--- src/rtl/pe_fifo.sv ---
// pe_fifo: first-word-fall-through operand FIFO between the NoC and the PE datapath.
// All state changes on the falling clock edge; reset is asynchronous and active-high.
// The internal occupancy count is the single source for full/empty and the handshakes;
// push_fire/pop_fire are one-cycle registered strobes feeding the PE occupancy counter.
module pe_fifo #(
  parameter int DATA_WIDTH = 16,
  parameter int DEPTH      = 4,
  parameter int ADDR_WIDTH = 2
) (
  input  logic                  clk,
  input  logic                  reset,
  input  logic                  push_valid,
  output logic                  push_ready,
  input  logic [DATA_WIDTH-1:0] push_data,
  output logic                  pop_valid,
  input  logic                  pop_ready,
  output logic [DATA_WIDTH-1:0] pop_data,
  output logic [ADDR_WIDTH:0]   count,
  output logic                  full,
  output logic                  empty,
  output logic                  push_fire,
  output logic                  pop_fire
);

  localparam logic [ADDR_WIDTH:0] FULL_COUNT = (ADDR_WIDTH+1)'(DEPTH);

  logic [DATA_WIDTH-1:0] mem [DEPTH];
  logic [ADDR_WIDTH-1:0] wr_ptr;
  logic [ADDR_WIDTH-1:0] rd_ptr;
  logic                  push_accept;
  logic                  pop_accept;

  // Flags and handshakes come straight from the count; the head word falls through unregistered
  always_comb begin
    full        = (count == FULL_COUNT);
    empty       = (count == '0);
    push_ready  = !full;
    pop_valid   = !empty;
    push_accept = push_valid && push_ready;
    pop_accept  = pop_valid && pop_ready;
    pop_data    = empty ? '0 : mem[rd_ptr];
  end

  // Storage array is written on accepted pushes only and is deliberately left uncleared by reset
  always_ff @(negedge clk) begin
    if (push_accept) begin
      mem[wr_ptr] <= push_data;
    end
  end

  // Pointers, occupancy and strobes; the pointers wrap naturally at DEPTH, the count never wraps
  always_ff @(negedge clk or posedge reset) begin
    if (reset) begin
      wr_ptr    <= '0;
      rd_ptr    <= '0;
      count     <= '0;
      push_fire <= 1'b0;
      pop_fire  <= 1'b0;
    end else begin
      push_fire <= push_accept;
      pop_fire  <= pop_accept;
      if (push_accept) begin
        wr_ptr <= wr_ptr + 1'b1;
      end
      if (pop_accept) begin
        rd_ptr <= rd_ptr + 1'b1;
      end
      case ({push_accept, pop_accept})
        2'b10:   count <= count + 1'b1;
        2'b01:   count <= count - 1'b1;
        default: count <= count;
      endcase
    end
  end

endmodule

--- config.mk ---
export PLATFORM = sky130hd
export DESIGN_NAME = pe_fifo
export DESIGN_NICKNAME = d
export VERILOG_FILES = /design/src/rtl/pe_fifo.sv
export SDC_FILE = /design/constraint.sdc
export NUM_CORES = 1
export LEC_CHECK = 0
export ABC_CLOCK_PERIOD_IN_PS = 2700
export CAP_MARGIN = 20
export CORE_MARGIN = 8
export CORE_UTILIZATION = 30
export DETAILED_ROUTE_END_ITERATION = 10
export GPL_TIMING_DRIVEN = 0
export HOLD_SLACK_MARGIN = 0.15
export PLACE_DENSITY = 0.51
export SLEW_MARGIN = 30
export SYNTH_ARGS = -nofsm -noshare
export SYNTH_HDL_FRONTEND = slang
export SYNTH_SLANG_ARGS = --single-unit
--- constraint.sdc ---
create_clock -name clk -period 2.7 [get_ports clk]
set_clock_uncertainty 0.05 [all_clocks]
set_input_delay 0.675 -clock clk [delete_from_list [all_inputs] [get_ports clk]]
set_output_delay 0.675 -clock clk [all_outputs]
set_load 0.01 [all_outputs]
==> summary.md <==
| Metric | Value |
|---|---|
| Routed WL | `~6.3 mm` |
| Wire per inst | `14.61 um` |
| Total Routing Usage GR | `about a tenth` |
| Synth area leader | `edfxtp_1` |
| DRC | `0` |
| Most area-consuming cells after synthesis | `edfxtp_1 65%, dfrtn_1 7.7%, mux4_1 7.1%, mux4_2 6.1%, and2_1 4.5%` |
| Overall via count from detail_route | `approximately 1800` |
| Arrival @ worst endpoint | `3.14 ns` |
| Total CTS buffers | `9` |
| WS Path Type | `register to output port` |
| Crit Reg-Reg Startpoint | `count[0]$_DFFE_NP0P_` |
| Post-synth EDFFs | `64` |
| Final hold slack | `roughly 0.47 ns` |
| WP buf/inv | `3` |
| Hpwl dp | `between 3 and 4 mm` |
| I/O pin cnt | `45` |
| Mean Syn Cell Area | `between 20 and 25 um2` |
| Main combinational cell family by area after synthesis | `multiplexers` |
| Detail Route Antenna Nets | `0` |
| Die width | `~120 um` |
| Starting Density | `between 30% and 40%` |
| Setup crit start | `rd_ptr[0]$_DFFE_NP0P_` |
| Cell family with most CP delay | `multiplexers` |
| Relative slew margins | `about three quarters` |
| Synth Area in Compound Gates | `0%` |
| Synth-to-layout area growth | `50.89%` |
| Failing checks | `setup timing` |
| Net switching share of the total power | `around a third` |
| Reg2Reg Depth | `9` |
| Register-to-register setup slack | `0.58 ns` |
| Final-stage net count | `319` |
| Worst slew pin tran | `about 0.35 ns` |
| Clk pwr share | `21.6%` |
| Mapped Nets | `172` |
| Number of global-route vias before repair | `2066` |
| Commonest non-fill, non-tap cell in the layout | `inv_1` |
| Port Buffers | `between 40 and 50` |
| Placed cells | `323` |
| First-pass GRT wire length | `a little over 10 mm` |
| Comb power frac | `a little under half` |
| Clock Pin Slew Worst Setup and Hold Paths | `0.05 ns` |
| Cell-internal power | `about 3.5 mW` |
| Synth warn | `0` |
| Inserted Diodes | `0` |
| Status | `finished with violations` |
| CTS root buf | `clkbuf_8` |
| Adder-cell share of the synthesized area | `under 10%` |
| Slowest stage delay, CP | `0.49 ns` |
| Setup tns final | `-22.90 ns` |
| Core region area | `slightly below 10000 um2` |
| Sequential element share of the synthesized area | `72.96%` |
| DIE AREA | `~13000 um2` |
| Post-Syn Area | `roughly 2900 um2` |
| CTS sink count | `73` |
| Pwr dens | `approximately 1200 nW/um2` |
| Die Y | `about 120 um` |
| Crit path capture type | `output port` |
| Post-synth cell types | `20` |
| Hold crit path type | `register to register` |
| RSZ-0062 raised after global routing | `true` |
| WP depth | `5` |
| Worst reg2reg endpoint | `count[2]$_DFFE_NP0P_` |
| Gate count after technology mapping | `146` |
| Crit-path cells | `buf_6, buf_4, mux4_2, and2_4, buf_2` |
| Fin. Hold Viols | `0` |
| FFs w/ async S/R, synth | `about an eighth` |
| Xor/xnor share of the synthesized area | `1.786%` |
| First-pass DRT Iterations | `4` |
| GPL Wtd Cong | `slightly below 0.7` |
| Pleak | `1.926 nW` |
| Share of layout cells above drive strength 1 | `a little over two fifths` |
| First DRT Iteration DRCs | `46` |
| Max VDD drop | `~0.65 mV` |
| Proportion of synthesized area in mux cells | `13.99%` |
| Max cap viols | `0` |
| Setup-failing EPs final | `27` |
| Initial antenna violation count | `0` |
| Largest net degree at the start of global routing | `14` |
| CTS Hold Bufs | `0` |
| CP max-delay cell | `mux4_2` |
| Sequential Power Share | `30.6%` |
| Vias/cell | `4.200` |
| Most frequent cells in the layout | `68 x inv_1, 64 x edfxtp_1, 34 x buf_6, 22 x and2_4, 17 x clkdlybuf4s50_1` |
| Skew-Pair Late Insertion Delay | `0.33 ns` |
| Ys flop type | `edfxtp_1` |
| CP Launch Type | `register` |
| CTS tree | `yes` |
| Pre-CTS setup slack | `-1.369 ns` |
| Row cnt | `36` |
| Clock buffer depth | `2` |
| Non-filler instance count after layout | `about 430` |
| Critical Path Fanout Max | `5` |
| Critical Path End | `pop_data[4]` |
| Setup ws final | `-1.163 ns` |
| FILL cells | `898` |
| Post-synthesis simple-gate area fraction | `5.357%` |
| Net Sw Power | `approximately 1.7 mW` |
| Max-slew violations | `0` |
| Synth top area share | `65.31%` |
| Grt total ovfl | `0` |
| CTS H-tree lvls | `3` |
| CP Data Required Time | `1.98 ns` |
| Seq cells post-synth | `73` |
==> stage by stage <==
step | power [mW] | util (%) | area (um2)
6_report | 5.207 | 46.07 | 4441
4_1_cts | 5.287 | 45.63 | 4398
3_5_place_dp | 3.690 | 37.82 | 3646
5_1_grt | 5.606 | 46.07 | 4441
2_1_floorplan | 2.926 | - | 3039
3_3_place_gp | 3.680 | 37.82 | 3646
==> worst reg2reg max path, stage by stage (launching register included) <==
cell,delay [ns]
dfrtn_1,0.35
or3_4,0.41
clkbuf_4,0.23
and2_4,0.20
ha_4,0.16
inv_2,0.05
fa_2,0.19
xor2_1,0.13
nor2_1,0.07
xor2_1,0.13
==> power groups by stage <==
stage               clock (mW)  sequential (mW)  combinational (mW)
floorplan                0.143             1.61                1.17
global placement         0.143             1.62                1.92
detailed placement       0.143             1.62                1.93
CTS                       1.18             1.60                2.51
global route              1.30             1.61                2.69
finish                    1.13             1.60                2.49
==> repair_timing <==
action	in CTS	in global routing
pin swaps	24	8
setup buffers	23	9
setup endpoints to repair	94	50
cloned	2	0
gates resized for setup	160	10
==> kinds of logic (layout without fill, tap and decap cells) <==
kind of cell	Yosys count	in the layout
AND/OR/NAND/NOR	26	27
buffers and inverters	17	168
multiplexers	18	18
flip-flops	73	73
adder cells (fa/ha/maj)	6	6
XOR/XNOR	6	6
==> how the worst min path moves through the flow <==
| stage | cells past startpoint | endpoint | slack, ns | from |
|---|---|---|---|---|
| 4_1_cts | 2 | count[2]$_DFFE_NP0P_ | 0.49 | count[2]$_DFFE_NP0P_ |
| 6_report | 2 | count[0]$_DFFE_NP0P_ | 0.47 | count[0]$_DFFE_NP0P_ |
| 3_3_place_gp | 1 | count[0]$_DFFE_NP0P_ | 0.40 | count[0]$_DFFE_NP0P_ |
| 2_1_floorplan | 1 | count[0]$_DFFE_NP0P_ | 0.41 | count[0]$_DFFE_NP0P_ |
| 5_1_grt | 2 | count[0]$_DFFE_NP0P_ | 0.50 | count[0]$_DFFE_NP0P_ |
| 3_5_place_dp | 1 | count[0]$_DFFE_NP0P_ | 0.40 | count[0]$_DFFE_NP0P_ |
==> state kept, by name, indices dropped and copies added (netlist names) <==
name and cells:
rd_ptr 2, mem 64, pop_fire 1, push_fire 1, wr_ptr 2, count 3
==> synth_stat cells, types with 2 or more instances <==
cell      number
dfrtn_1        9
xor2_1         3
and2_1        21
nand3_1        2
xnor2_1        3
inv_1         10
mux4_1         8
buf_2          3
ha_1           5
clkbuf_1       2
mux4_2         8
edfxtp_1      64
==> per-layer routing <==
layer,global-route usage (%),up-vias,part of all wire [%]
li1,-,847,-
met2,15.94,32,52
met5,0,-,0
met4,6.918,0,1.5
met3,4.412,10,4.8
met1,11.23,921,42
==> cell type report <==
| cell class | instances | area, um2 | area share, % |
|---|---|---|---|
| inverters | 9 | 48.80 | 1.099 |
| well taps | 133 | 166.4 | 3.748 |
| multi-input cells | 57 | 779.5 | 17.55 |
| clock buffers | 9 | 123.9 | 2.790 |
| plain buffers | 6 | 80.08 | 1.803 |
| repair buffers | 73 | 800.8 | 18.03 |
| flip-flops and latches | 73 | 2147 | 48.35 |
| clock inverters | 71 | 294.0 | 6.622 |
Note: power is estimated with default switching activity, not from simulation.
